==> config.mk <==
export PLATFORM = sky130hd
export DESIGN_NAME = bldc_commutator
export DESIGN_NICKNAME = d
export VERILOG_FILES = /design/src/rtl/bldc_commutator.sv
export SDC_FILE = /design/constraint.sdc
export NUM_CORES = 1
export LEC_CHECK = 0
export CAP_MARGIN = 25
export CORE_ASPECT_RATIO = 1.1
export CORE_MARGIN = 2
export CORE_UTILIZATION = 39
export DETAILED_ROUTE_END_ITERATION = 10
export DONT_BUFFER_PORTS = 1
export PLACE_DENSITY_LB_ADDON = 0.25
export RECOVER_POWER = 50
export SYNTH_ARGS = -nofsm -noshare
export SYNTH_HDL_FRONTEND = slang
export SYNTH_SLANG_ARGS = --single-unit
==> constraint.sdc <==
create_clock -name clk -period 6.8 [get_ports clk]
set_input_delay 1.7 -clock clk [delete_from_list [all_inputs] [get_ports clk]]
set_output_delay 1.7 -clock clk [all_outputs]
set_load 0.02 [all_outputs]
==> src/rtl/bldc_commutator.sv <==
`default_nettype none
// ============================================================================
//  Module      : bldc_commutator
//  Description : Six-step BLDC commutation controller. Synchronises and
//                debounces three hall sensors, maps the accepted hall code to
//                per-phase drive codes, slew-limits the duty and sequences
//                direction reversal, braking and hall-fault recovery.
//  Revision    : 1.0  initial release
// ============================================================================
module bldc_commutator #(
    parameter int FILT_CYCLES = 4,
    parameter int RAMP_DIV    = 64,
    parameter int RAMP_STEP   = 8,
    parameter int BRAKE_DUTY  = 1024
) (
    input  logic        clk,
    input  logic        rst,
    input  logic        en,
    input  logic        dir,
    input  logic        brake_req,
    input  logic        clr_err,
    input  logic        hallGrn,
    input  logic        hallYlw,
    input  logic        hallBlu,
    input  logic [10:0] duty_cmd,
    output logic [1:0]  selGrn,
    output logic [1:0]  selYlw,
    output logic [1:0]  selBlu,
    output logic [10:0] duty,
    output logic        hall_err,
    output logic        seq_err
);

    localparam logic [2:0] c_ST_IDLE   = 3'd0;
    localparam logic [2:0] c_ST_RUN    = 3'd1;
    localparam logic [2:0] c_ST_DIRCHG = 3'd2;
    localparam logic [2:0] c_ST_BRAKE  = 3'd3;
    localparam logic [2:0] c_ST_FAULT  = 3'd4;

    localparam int              c_PW       = (RAMP_DIV > 1) ? $clog2(RAMP_DIV) : 1;
    localparam logic [c_PW-1:0] c_DIV_LAST = c_PW'(RAMP_DIV - 1);
    localparam logic [3:0]      c_FILT     = 4'(FILT_CYCLES);
    localparam logic [11:0]     c_STEP     = 12'(RAMP_STEP);
    localparam logic [10:0]     c_BRAKE    = 11'(BRAKE_DUTY);

    // Position of a hall code in the forward rotation; 7 marks an invalid code.
    function automatic logic [2:0] seq_pos(input logic [2:0] code);
        logic [2:0] p;
        case (code)
            3'b101:  p = 3'd0;
            3'b100:  p = 3'd1;
            3'b110:  p = 3'd2;
            3'b010:  p = 3'd3;
            3'b011:  p = 3'd4;
            3'b001:  p = 3'd5;
            default: p = 3'd7;
        endcase
        return p;
    endfunction

    function automatic logic is_valid(input logic [2:0] code);
        return (code != 3'b000) && (code != 3'b111);
    endfunction

    // Neighbours in the six-step ring, including the wrap from last to first.
    function automatic logic is_adjacent(input logic [2:0] a, input logic [2:0] b);
        logic [2:0] pa;
        logic [2:0] pb;
        logic [2:0] d;
        pa = seq_pos(a);
        pb = seq_pos(b);
        d  = (pa > pb) ? (pa - pb) : (pb - pa);
        return (d == 3'd1) || (d == 3'd5);
    endfunction

    // {Grn, Ylw, Blu} drive codes; reverse rotation swaps FORWARD and REVERSE.
    function automatic logic [5:0] phase_pattern(input logic [2:0] code, input logic rev);
        logic [5:0] p;
        case (code)
            3'b101:  p = 6'b01_10_00;
            3'b100:  p = 6'b01_00_10;
            3'b110:  p = 6'b00_01_10;
            3'b010:  p = 6'b10_01_00;
            3'b011:  p = 6'b10_00_01;
            3'b001:  p = 6'b00_10_01;
            default: p = 6'b00_00_00;
        endcase
        if (rev) begin
            p = {p[4], p[5], p[2], p[3], p[0], p[1]};
        end
        return p;
    endfunction

    // One slew step toward the target, clamped so the target is never crossed.
    function automatic logic [10:0] ramp_toward(input logic [10:0] cur, input logic [10:0] tgt,
                                                input logic step_en);
        logic [11:0] gap;
        logic [10:0] res;
        res = cur;
        gap = 12'd0;
        if (step_en && (cur < tgt)) begin
            gap = {1'b0, tgt} - {1'b0, cur};
            res = (gap > c_STEP) ? (cur + c_STEP[10:0]) : tgt;
        end else if (step_en && (cur > tgt)) begin
            gap = {1'b0, cur} - {1'b0, tgt};
            res = (gap > c_STEP) ? (cur - c_STEP[10:0]) : tgt;
        end
        return res;
    endfunction

    logic [2:0]      r_sync1;
    logic [2:0]      r_sync2;
    logic [2:0]      r_cand;
    logic [3:0]      r_cnt;
    logic [2:0]      r_h;
    logic [c_PW-1:0] r_presc;
    logic [2:0]      r_state;
    logic            r_dir_act;
    logic [5:0]      r_sel;
    logic [10:0]     r_duty;
    logic            r_hall_err;
    logic            r_seq_err;

    logic [3:0]  w_run_len;
    logic        w_accept;
    logic        w_seq_bad;
    logic        w_tick;
    logic        w_h_ok;
    logic [2:0]  w_state_next;
    logic        w_dir_next;
    logic [5:0]  w_pattern;
    logic [5:0]  w_sel_next;
    logic [10:0] w_duty_next;
    logic        w_hall_err_next;

    // Two-flop synchroniser for the asynchronous hall inputs.
    always_ff @(posedge clk or posedge rst) begin
        if (rst) begin
            r_sync1 <= 3'b000;
            r_sync2 <= 3'b000;
        end else begin
            r_sync1 <= {hallGrn, hallYlw, hallBlu};
            r_sync2 <= r_sync1;
        end
    end

    // Run length of the current synced code and the acceptance strobe.
    always_comb begin
        if (r_sync2 != r_cand) begin
            w_run_len = 4'd1;
        end else if (r_cnt >= c_FILT) begin
            w_run_len = r_cnt;
        end else begin
            w_run_len = r_cnt + 4'd1;
        end
        w_accept  = (w_run_len == c_FILT) && (r_sync2 != r_h);
        w_seq_bad = (r_state == c_ST_RUN) && w_accept && is_valid(r_sync2) &&
                    is_valid(r_h) && !is_adjacent(r_h, r_sync2);
    end

    // Debounce filter: a code is accepted after FILT_CYCLES equal samples.
    always_ff @(posedge clk or posedge rst) begin
        if (rst) begin
            r_cand <= 3'b000;
            r_cnt  <= 4'd0;
            r_h    <= 3'b000;
        end else begin
            r_cand <= r_sync2;
            r_cnt  <= w_run_len;
            if (w_accept) begin
                r_h <= r_sync2;
            end
        end
    end

    assign w_tick = (r_presc == c_DIV_LAST);
    assign w_h_ok = is_valid(r_h);

    // Free-running prescaler that paces the duty ramp.
    always_ff @(posedge clk or posedge rst) begin
        if (rst) begin
            r_presc <= '0;
        end else begin
            r_presc <= w_tick ? '0 : (r_presc + c_PW'(1));
        end
    end

    // Next state, then outputs derived from the destination state.
    always_comb begin
        w_state_next    = r_state;
        w_dir_next      = r_dir_act;
        w_sel_next      = 6'b00_00_00;
        w_duty_next     = 11'd0;
        w_hall_err_next = 1'b0;
        case (r_state)
            c_ST_IDLE: begin
                if (en && w_h_ok) begin
                    w_state_next = c_ST_RUN;
                    w_dir_next   = dir;
                end
            end
            c_ST_RUN: begin
                if (!en)                    w_state_next = c_ST_IDLE;
                else if (!w_h_ok)           w_state_next = c_ST_FAULT;
                else if (brake_req)         w_state_next = c_ST_BRAKE;
                else if (dir != r_dir_act)  w_state_next = c_ST_DIRCHG;
            end
            c_ST_DIRCHG: begin
                if (!en)                    w_state_next = c_ST_IDLE;
                else if (!w_h_ok)           w_state_next = c_ST_FAULT;
                else if (brake_req)         w_state_next = c_ST_BRAKE;
                else if (r_duty == 11'd0) begin
                    w_state_next = c_ST_RUN;
                    w_dir_next   = dir;
                end else if (dir == r_dir_act) begin
                    w_state_next = c_ST_RUN;
                end
            end
            c_ST_BRAKE: begin
                if (!brake_req) begin
                    w_dir_next   = dir;
                    w_state_next = (en && w_h_ok) ? c_ST_RUN : c_ST_IDLE;
                end
            end
            c_ST_FAULT: begin
                if (clr_err && w_h_ok) begin
                    w_state_next = c_ST_IDLE;
                end
            end
            default: w_state_next = c_ST_IDLE;
        endcase

        w_pattern = phase_pattern(r_h, w_dir_next);
        case (w_state_next)
            c_ST_RUN: begin
                w_sel_next = w_pattern;
                // Entry from IDLE or BRAKE restarts the ramp from zero.
                if ((r_state == c_ST_RUN) || (r_state == c_ST_DIRCHG)) begin
                    w_duty_next = ramp_toward(r_duty, duty_cmd, w_tick);
                end
            end
            c_ST_DIRCHG: begin
                w_sel_next  = w_pattern;
                w_duty_next = ramp_toward(r_duty, 11'd0, w_tick);
            end
            c_ST_BRAKE: begin
                w_sel_next  = 6'b11_11_11;
                w_duty_next = c_BRAKE;
            end
            c_ST_FAULT: begin
                w_hall_err_next = 1'b1;
            end
            default: begin
                w_sel_next = 6'b00_00_00;
            end
        endcase
    end

    // State, direction and registered outputs.
    always_ff @(posedge clk or posedge rst) begin
        if (rst) begin
            r_state    <= c_ST_IDLE;
            r_dir_act  <= 1'b0;
            r_sel      <= 6'b00_00_00;
            r_duty     <= 11'd0;
            r_hall_err <= 1'b0;
            r_seq_err  <= 1'b0;
        end else begin
            r_state    <= w_state_next;
            r_dir_act  <= w_dir_next;
            r_sel      <= w_sel_next;
            r_duty     <= w_duty_next;
            r_hall_err <= w_hall_err_next;
            r_seq_err  <= w_seq_bad;
        end
    end

    assign selGrn   = r_sel[5:4];
    assign selYlw   = r_sel[3:2];
    assign selBlu   = r_sel[1:0];
    assign duty     = r_duty;
    assign hall_err = r_hall_err;
    assign seq_err  = r_seq_err;

endmodule
`default_nettype wire

==> impl_metrics.ini <==
[pwr]
cellLeakagePower_nw = 1.88
vdd_drop_max_mv = 0.113
power.density_mw_per_mm2 = 141

[logic_synthesis]
yosys.cell_count.top_type = sky130_fd_sc_hd__dfrtp_1
synthMuxAreaShare = 0.0420
yosysTopAreaCellShare = 0.274
synth_edf_count = 0
async_reset_ff_frac = 1.00
yosys_most_used_dff = sky130_fd_sc_hd__dfrtp_1
yosys-top-cells-area = sky130_fd_sc_hd__dfrtp_1 (27%), sky130_fd_sc_hd__ha_1 (9.4%), sky130_fd_sc_hd__o21ai_0 (4.5%)
syn_area_per_cell_um2 = 8.24
synth_commonest_cells = sky130_fd_sc_hd__dfrtp_1 (45), sky130_fd_sc_hd__nor2_1 (43), sky130_fd_sc_hd__o21ai_0 (37)
synthSimpleGateAreaFrac = 0.218
synth_fa_ha_area_frac = 0.0992
post_synth_inst_count = 499
synth_top_family_by_area = compound AO/OA/AOI/OAI gates
synth-warning-count = 0
post-synth-top-area-cell = sky130_fd_sc_hd__dfrtp_1
post_synth_xor_area_fraction = 0.0511
synth-compound-area-share = 0.248
yosysUniqueCellTypes = 73
synth_nets = 551
synth.yosys.seq_area_share = 0.274
synthesized_area_mm2 = 0.00411
synth_seq_cells = 45

[timing]
slew_violations = 45
tns_ps = 0
grt_setup_unrepaired = no
skew_ps = 9.06
timing.max_slew.rel_slack = -0.538
maxClockFrequency_mhz = 211
layout_min_cycle_time_ps = 4730
finalHoldViolations = 0
worst_slew_pin_slew_ps = 2310
final.period_utilization = 0.696
finalSetupViolCount = 0

[routing]
wire_per_inst_um = 16.7
drcViolationCount = 0
routed_via_density = 5.77
number_of_nets_still_failing_antenna_checks_after_routing = 0
via_count = 3605
dr.pass1.iters = 5
finalWirelength_um = 10500
first_iter_violations = 284

[clock_tree]
cts_inserted_buffers = 5
ctsResizeCount = 0
cts.hold.buffers_added = 0
cts_tree = built
clock_tree.htree_level_count = 2
worstSkewPairLatency_ps = 290
root_buffer = sky130_fd_sc_hd__clkbuf_16
postCtsSetupRepairBufs = 0
cts_buffer_depth = 2
tritoncts_sinks = 45
clkTransAtPathRegs_ps = 60

[global_route]
global_route.usage.total = 0.194
grt_antenna_before_repair = 0
grt_overflow_total = 0
grt_first_pass_wirelength_um = 17700
pin_count_of_the_biggest_net_entering_global_routing = 46
grt_pass1_vias = 3612

[status]
violated_checks = capacitance limit, slew limit
run_status = complete, but fails checks

[cells_and_area]
fillerInstances = 1068
diodes = 0
share_of_post_route_cells_with_drive_strength_above_1 = 0.0643
area_growth_from_synthesis_to_layout_pct = 4.44
utilization = 0.415
final_net_count = 533

[floorplan]
die_height_um = 112
starting_density_of_the_core = 0.397
coreArea_mm2 = 0.0103
i_o_pin_count = 39
rows = 39
fp.dieW_um = 102
fp.dieArea_mm2 = 0.0114

[placed_design]
place.detailed.hpwl_um = 8050
finalWeightedCongestion = 0.911
io_buffer_count = 0

[worst_setup_path]
setup.worst_path.start_class = primary input
crit_required_ps = 6980
cp.arrival_ps = 4910
highest_net_fanout_along_the_worst_path = 11
slowest_delay_ps = 450
setup.worst_path.end_class = register
slowest_stage_cell_cp = sky130_fd_sc_hd__or2_1
worst-setup-path-type = primary input to register
timing.critical_path.cells = ha_1 > fa_1 > nand2b_1 > a211oi_4 > o21ai_2 > mux2_4 > nor4b_2 > a21oi_1 > or2_1 > a21o_1 > a22o_1

[hold_path]
hold_class = register to register

[run]
max-cap-violations = 1
## metal layers
metal | track usage | up-vias | share of wire
met5 | 0 | - | 0
met4 | 0.0738 | 0 | 0.026
met3 | 0.0276 | 18 | 0.049
met2 | 0.342 | 101 | 0.51
met1 | 0.236 | 1726 | 0.41
li1 | - | 1760 | -
## cell type report
type                    count  area, µm²  share of cell area
repair buffers              1       3.75            0.000874
multi-input cells         392       2710               0.630
clock inverters             2       15.0             0.00350
clock buffers               6        129              0.0300
well taps                 143        179              0.0417
inverters                  36        135              0.0315
flip-flops and latches     45       1130               0.262
## layout by cell type, fill, tap and decap left out, types with 7 or more instances in the layout
cell type / n
sky130_fd_sc_hd__a21oi_1: 27
sky130_fd_sc_hd__and3_1: 9
sky130_fd_sc_hd__dfrtp_1: 45
sky130_fd_sc_hd__ha_1: 31
sky130_fd_sc_hd__inv_1: 35
sky130_fd_sc_hd__mux2i_1: 9
sky130_fd_sc_hd__nand2_1: 34
sky130_fd_sc_hd__nand2b_1: 8
sky130_fd_sc_hd__nand3_1: 25
sky130_fd_sc_hd__nor2_1: 43
sky130_fd_sc_hd__nor2b_1: 7
sky130_fd_sc_hd__nor3_1: 11
sky130_fd_sc_hd__o21a_1: 11
sky130_fd_sc_hd__o21ai_0: 37
sky130_fd_sc_hd__xnor2_1: 9
sky130_fd_sc_hd__xor2_1: 15
## critical path: cells and delay by family
family                   cells  cell delay [ps]
adder cells (fa/ha/maj)      2              610
AO/OA/AOI/OAI                5             1290
multiplexers                 1              340
AND/OR/NAND/NOR              3              970
## metrics by stage
stage | area (µm²) | setup slack [ps] | std cells | total power (W) | hold WS (ps)
2_1_floorplan | 4110 | 2400 | 499 | 0.000358 | 331
3_3_place_gp | 4150 | 1920 | 616 | 0.000370 | 333
3_5_place_dp | 4150 | 1860 | 616 | 0.000373 | 335
4_1_cts | 4290 | 2150 | 624 | 0.000613 | 352
5_1_grt | 4290 | 1820 | 625 | 0.000636 | 363
6_report | 4290 | 2070 | 625 | 0.000605 | 350
## logic make-up after synthesis
| logic type | Yosys count |
|---|---|
| muxes | 16 |
| xor gates and xnor gates | 24 |
| adders and majority gates | 32 |
| buffers and inverters | 62 |
| AOI/OAI and AO/OA | 149 |
| DFF | 45 |
| and+or+nand+nor | 171 |
## sequential cells by signal, summed over array words and instances (netlist names)
signal / flops
duty: 11
r_presc: 6
r_sel: 6
r_cnt: 4
r_cand: 3
r_h: 3
r_state: 3
r_sync1: 3
r_sync2: 3
hall_err: 1
r_dir_act: 1
seq_err: 1
## worst paths after layout
check / cells after the start / start / slack, ps / end
max in group asynchronous: 2 / rst / 3300 / r_dir_act
setup / recovery: 11 / duty_cmd[0] / 2070 / duty[2]
hold / removal: 0 / r_sync1[2] / 350 / r_sync2[2]
setup reg to reg: 12 / duty[0] / 2870 / duty[2]
min in group asynchronous: 1 / rst / 1140 / r_sync1[0]
hold reg to reg: 0 / r_sync1[2] / 350 / r_sync2[2]
## report_power, final
part / internal [W] / leakage [nW] / switching [W]
logic: 0.0000351 / 1.24 / 0.0000521
clock network: 0.000136 / 0.0631 / 0.000101
registers: 0.000274 / 0.584 / 0.00000698
total: 0.000445 / 1.88 / 0.000160
No activity file was read; power rests on OpenSTA's default activity.
